## config.mk

```make
export PLATFORM = sky130hd
export DESIGN_NAME = quaddemux
export DESIGN_NICKNAME = d
export VERILOG_FILES = /design/src/rtl/quaddemux_pkg.sv /design/src/rtl/quaddemux_lane.sv /design/src/rtl/quaddemux.sv
export SDC_FILE = /design/constraint.sdc
export NUM_CORES = 1
export LEC_CHECK = 0
export ABC_AREA = 0
export CORE_AREA = 2 2 44 46
export CTS_CLUSTER_SIZE = 30
export DETAILED_ROUTE_END_ITERATION = 6
export DIE_AREA = 0 0 46 48
export GPL_TIMING_DRIVEN = 1
export PLACE_DENSITY = 0.51
export REMOVE_ABC_BUFFERS = 1
export SKIP_CTS_REPAIR_TIMING = 1
export SYNTH_ARGS = -nofsm -noshare
export SYNTH_HDL_FRONTEND = slang
export SYNTH_SLANG_ARGS = --single-unit
```

## constraint.sdc

```tcl
create_clock -name clk -period 2.05 [get_ports clk]
set_clock_uncertainty 0.1 [all_clocks]
set_input_delay 0.41 -clock clk [delete_from_list [all_inputs] [get_ports clk]]
set_output_delay 0.41 -clock clk [all_outputs]
set_load 0.1 [all_outputs]
```

## src/rtl/quaddemux_pkg.sv

```systemverilog
// Shared lane encoding for the quad mux/demux pair, plus the select decoder.
// The same constants give the lane order used by quadmux.
package quaddemux_pkg;

  localparam logic [1:0] LANE_A = 2'd0;
  localparam logic [1:0] LANE_B = 2'd1;
  localparam logic [1:0] LANE_C = 2'd2;
  localparam logic [1:0] LANE_D = 2'd3;

  localparam int NUM_LANES = 4;

  function automatic logic [NUM_LANES-1:0] lane_onehot(input logic [1:0] sel);
    logic [NUM_LANES-1:0] oh;
    case (sel)
      LANE_A:  oh = 4'b0001;
      LANE_B:  oh = 4'b0010;
      LANE_C:  oh = 4'b0100;
      LANE_D:  oh = 4'b1000;
      default: oh = 4'b0000;
    endcase
    return oh;
  endfunction

endpackage

```

## src/rtl/quaddemux_lane.sv

```systemverilog
// One-deep output buffer for a single demux lane: data register plus valid flag.
// A lane is free when it is empty or is being drained this cycle.
module quaddemux_lane #(
  parameter int WIDTH = 1
) (
  input  logic             clk,
  input  logic             rst_n,
  input  logic             wr,
  input  logic [WIDTH-1:0] wdata,
  input  logic             ready,
  output logic [WIDTH-1:0] q,
  output logic             valid,
  output logic             free
);

  assign free = ~valid | ready;

  // Buffer state: a write wins over a drain, so drain+refill keeps valid high.
  always_ff @(posedge clk or negedge rst_n) begin
    if (!rst_n) begin
      q     <= '0;
      valid <= 1'b0;
    end else if (wr) begin
      q     <= wdata;
      valid <= 1'b1;
    end else if (ready) begin
      valid <= 1'b0;
    end else begin
      valid <= valid;
    end
  end

endmodule

```

## src/rtl/quaddemux.sv

```systemverilog
// Four-lane demultiplexer: steers each accepted word to the lane picked by s,
// or to all lanes on broadcast, through a one-deep buffer per lane.
module quaddemux
  import quaddemux_pkg::*;
#(
  parameter int WIDTH = 1
) (
  input  logic             clk,
  input  logic             rst_n,
  input  logic             in_valid,
  output logic             in_ready,
  input  logic [WIDTH-1:0] in_data,
  input  logic [1:0]       s,
  input  logic             bcast,
  output logic [WIDTH-1:0] a,
  output logic [WIDTH-1:0] b,
  output logic [WIDTH-1:0] c,
  output logic [WIDTH-1:0] d,
  output logic             a_valid,
  output logic             b_valid,
  output logic             c_valid,
  output logic             d_valid,
  input  logic             a_ready,
  input  logic             b_ready,
  input  logic             c_ready,
  input  logic             d_ready
);

  logic [NUM_LANES-1:0]            ready_s;
  logic [NUM_LANES-1:0]            free_s;
  logic [NUM_LANES-1:0]            valid_s;
  logic [NUM_LANES-1:0]            target_s;
  logic [NUM_LANES-1:0]            wr_s;
  logic [NUM_LANES-1:0][WIDTH-1:0] q_s;

  assign ready_s = {d_ready, c_ready, b_ready, a_ready};

  // Target decode and acceptance; in_ready never looks at in_valid.
  always_comb begin
    target_s = 4'b0000;
    in_ready = 1'b0;
    wr_s     = 4'b0000;
    if (bcast) begin
      target_s = 4'b1111;
      in_ready = &free_s;
    end else begin
      target_s = lane_onehot(s);
      in_ready = |(free_s & target_s);
    end
    if (in_valid && in_ready) begin
      wr_s = target_s;
    end else begin
      wr_s = 4'b0000;
    end
  end

  for (genvar i = 0; i < NUM_LANES; i++) begin : g_lane
    quaddemux_lane #(.WIDTH(WIDTH)) u_lane (
      .clk   (clk),
      .rst_n (rst_n),
      .wr    (wr_s[i]),
      .wdata (in_data),
      .ready (ready_s[i]),
      .q     (q_s[i]),
      .valid (valid_s[i]),
      .free  (free_s[i])
    );
  end

  assign a       = q_s[LANE_A];
  assign b       = q_s[LANE_B];
  assign c       = q_s[LANE_C];
  assign d       = q_s[LANE_D];
  assign a_valid = valid_s[LANE_A];
  assign b_valid = valid_s[LANE_B];
  assign c_valid = valid_s[LANE_C];
  assign d_valid = valid_s[LANE_D];

endmodule

```

==> impl_metrics.csv <==
group,metric,value,unit
timing,final-setup-viol-count,0,
placed_design,portBuffers,19,
drt,routed_wl,1180,um
placed_design,dpl-instance-area,716.9,um^2
clock_tree,cts_root_buf,"clkbuf_4",
global_routing,grt_pass1_vias,434,
timing,timing.fmax,0.4956,GHz
synthesis,syn_area,415.4,um^2
placed_design,dp_cells,89,
timing,hold-worst-slack,339.3,ps
timing,period_needed,2018,ps
timing,worstMarginPinSlew,388.2,ps
finish,layout.nets,92,
clock_tree,cts_tree,"yes",
timing,relSlewSlack,74.04,%
clock_tree,cts_made_buffers,3,
finish,final_cell_mix,"buf_4, dfrtp_1, dlymetal6s2s_1",
setup_path,r2r_slack,320,ps
floorplan,core,0.001689,mm^2
finish,areaGrowthSynthToFinish,104.2,%
setup_path,crit_path_max_incr_delay,550,ps
drt,drt_pass1_iterations,2,
pwr,ir_worst_vdd,0.0005111,V
drt,postRouteAntennaNets,0,
floorplan,start_util,24.59,%
clock_tree,htree_levels,1,
finish,layout-drive-gt1-share,55.70,%
setup_path,cp.arrival,1510,ps
finish,nFillCells,156,
finish,antenna_cells,0,
global_routing,overflow,0,
run_status,status,"complete, no violations",
synthesis,ys_warn_count,0,
clock_tree,clock_path_buffers,2,
worst_hold_path,hp-class,"input port to asynchronous set/reset pin",
timing,final.period_utilization,98.43,%
placed_design,place.gp.congestion,0.8481,
placed_design,dpl.hpwl,815,um
setup_path,reg2reg_depth,6,
clock_tree,insertion_delay,260,ps
floorplan,dieHeight,48,um
setup_path,crit_slowest_cell,"clkdlybuf4s50_1",
synthesis,syn_inst,40,
floorplan,die_w,46,um
timing,fin_ws,32.23,ps
setup_path,cp_cell_sequence,"clkdlybuf4s50_1 -> buf_4 -> nor2_2 -> a21oi_2 -> buf_12",
global_routing,grt_max_degree,9,
finish,postLayoutCoreUtil,50.22,%
setup_path,cp-end-kind,"output port",
setup_path,worst_ep_required_time,1540,ps
finish,final_area,848.3,um^2
global_routing,gr-usage-all-layers,11.57,%
clock_tree,path_clk_slew,60,ps
setup_path,path_class,"input port to output port",
clock_tree,cts.sinks,8,
drt,drc,0,
drt,drt_iter0_markers,1,
setup_path,worstReg2RegStart,"g_lane[0].u_lane.valid",
timing,drv_slew,0,
synthesis,synth.avg_cell_area,10.38,um^2
pwr,p_per_area,1066,mW/mm^2
synthesis,ys_types,21,
global_routing,grt_first_pass_wirelength,1780,um
setup_path,path_max_fanout,4,
synthesis,seq_area_frac_synth,48.19,%
finish,instances_no_fill,96,
floorplan,io_pins,20,
flow_run,max_cap_violations,0,
global_routing,antenna_found_initial,0,
drt,wl_per_cell,12.29,um
drt,vias_per_cell,4.750,
setup_path,worstSetupStartpointType,"input port",
setup_path,r2r-end,"g_lane[1].u_lane.q",
floorplan,die_area,0.002208,mm^2
synthesis,ys_ff_latch,8,
placed_design,pre_cts_ws,-225.0,ps
drt,vias,456,
timing,hold_violations,0,
finish,final_common_cell,"buf_4",
pwr,p_leak,0.4543,nW
floorplan,num_rows,15,
==> worst max-delay path, delay by kind of cell <==
kind	cells	cell delay, ps
buffers and inverters	3	900
AOI/OAI and AO/OA	1	150
and+or+nand+nor	1	40
==> synthesized netlist by cell type <==
master    n  share of area, %
a21oi_1   1               1.2
nor2b_2   1               2.1
nor2_1    2               1.8
nand3b_1  1               1.8
o21ai_0   1               1.2
nand3_1   2               2.4
a41oi_1   1               2.1
a22oi_1   1               1.8
nand4_1   1               1.5
a21o_1    1               1.8
nor2_2    1               1.5
nand2b_1  5               7.5
nor3b_2   1               3.0
dfrtp_1   8                48
a21oi_2   1               2.1
o22ai_1   2               3.0
o21ai_1   1               1.2
mux2_1    3               8.1
mux2_2    1               2.7
buf_2     1               1.2
nand2_1   4               3.6
==> metal layers <==
layer  vias to the layer above  share of wire, %  routed length, um  track usage [%]
li1                        227                 -                  -                -
met1                       207                44                518            14.35
met2                        18                48                570            18.61
met3                         4               5.8                 69            2.264
met4                         0               1.8                 21            6.857
met5                         -                 0                  0                0
==> flip-flops by register name, summed over array words and instances, names as in the netlist <==
name,count
g_lane.u_lane.valid,4
g_lane.u_lane.q,4
==> power breakdown <==
group,total (mW),leakage (nW),internal (mW),switching [mW]
logic,0.555,0.343,0.158,0.397
registers,0.222,0.0978,0.197,0.0251
clock network,0.127,0.0138,0.0675,0.0598
total,0.904,0.454,0.422,0.482
==> cell families after synthesis <==
family                 share of synthesized area [%]
muxes                                          10.84
AOI/OAI and AO/OA                              14.46
and+or+nand+nor                                25.30
buffers and inverters                          1.204
DFF                                            48.19
==> worst max-delay path by stage <==
stage | start | to | cells past startpoint
2_1_floorplan | g_lane[1].u_lane.valid | in_ready | 5
3_3_place_gp | s[0] | in_ready | 7
3_5_place_dp | s[1] | g_lane[1].u_lane.q | 7
4_1_cts | s[1] | in_ready | 7
5_1_grt | bcast | in_ready | 5
6_report | bcast | in_ready | 5
==> cell type report <==
class / instances / area [um^2] / area share (%)
flip-flops and latches: 8 / 200.2 / 23.60
multi-input cells: 31 / 274.0 / 32.30
clock buffers: 3 / 22.52 / 2.655
repair buffers: 37 / 330.3 / 38.94
well taps: 17 / 21.27 / 2.507
==> metrics by stage <==
stage                     total power, mW  setup TNS [ps]
after floorplan                    0.5920           -1744
after global placement             0.7468          -967.1
after detailed placement           0.7471           -1108
after CTS                          0.8788          -220.0
after global routing               0.9516          -4.005
final                              0.9040               0
Note: power is estimated with default switching activity, not from simulation.
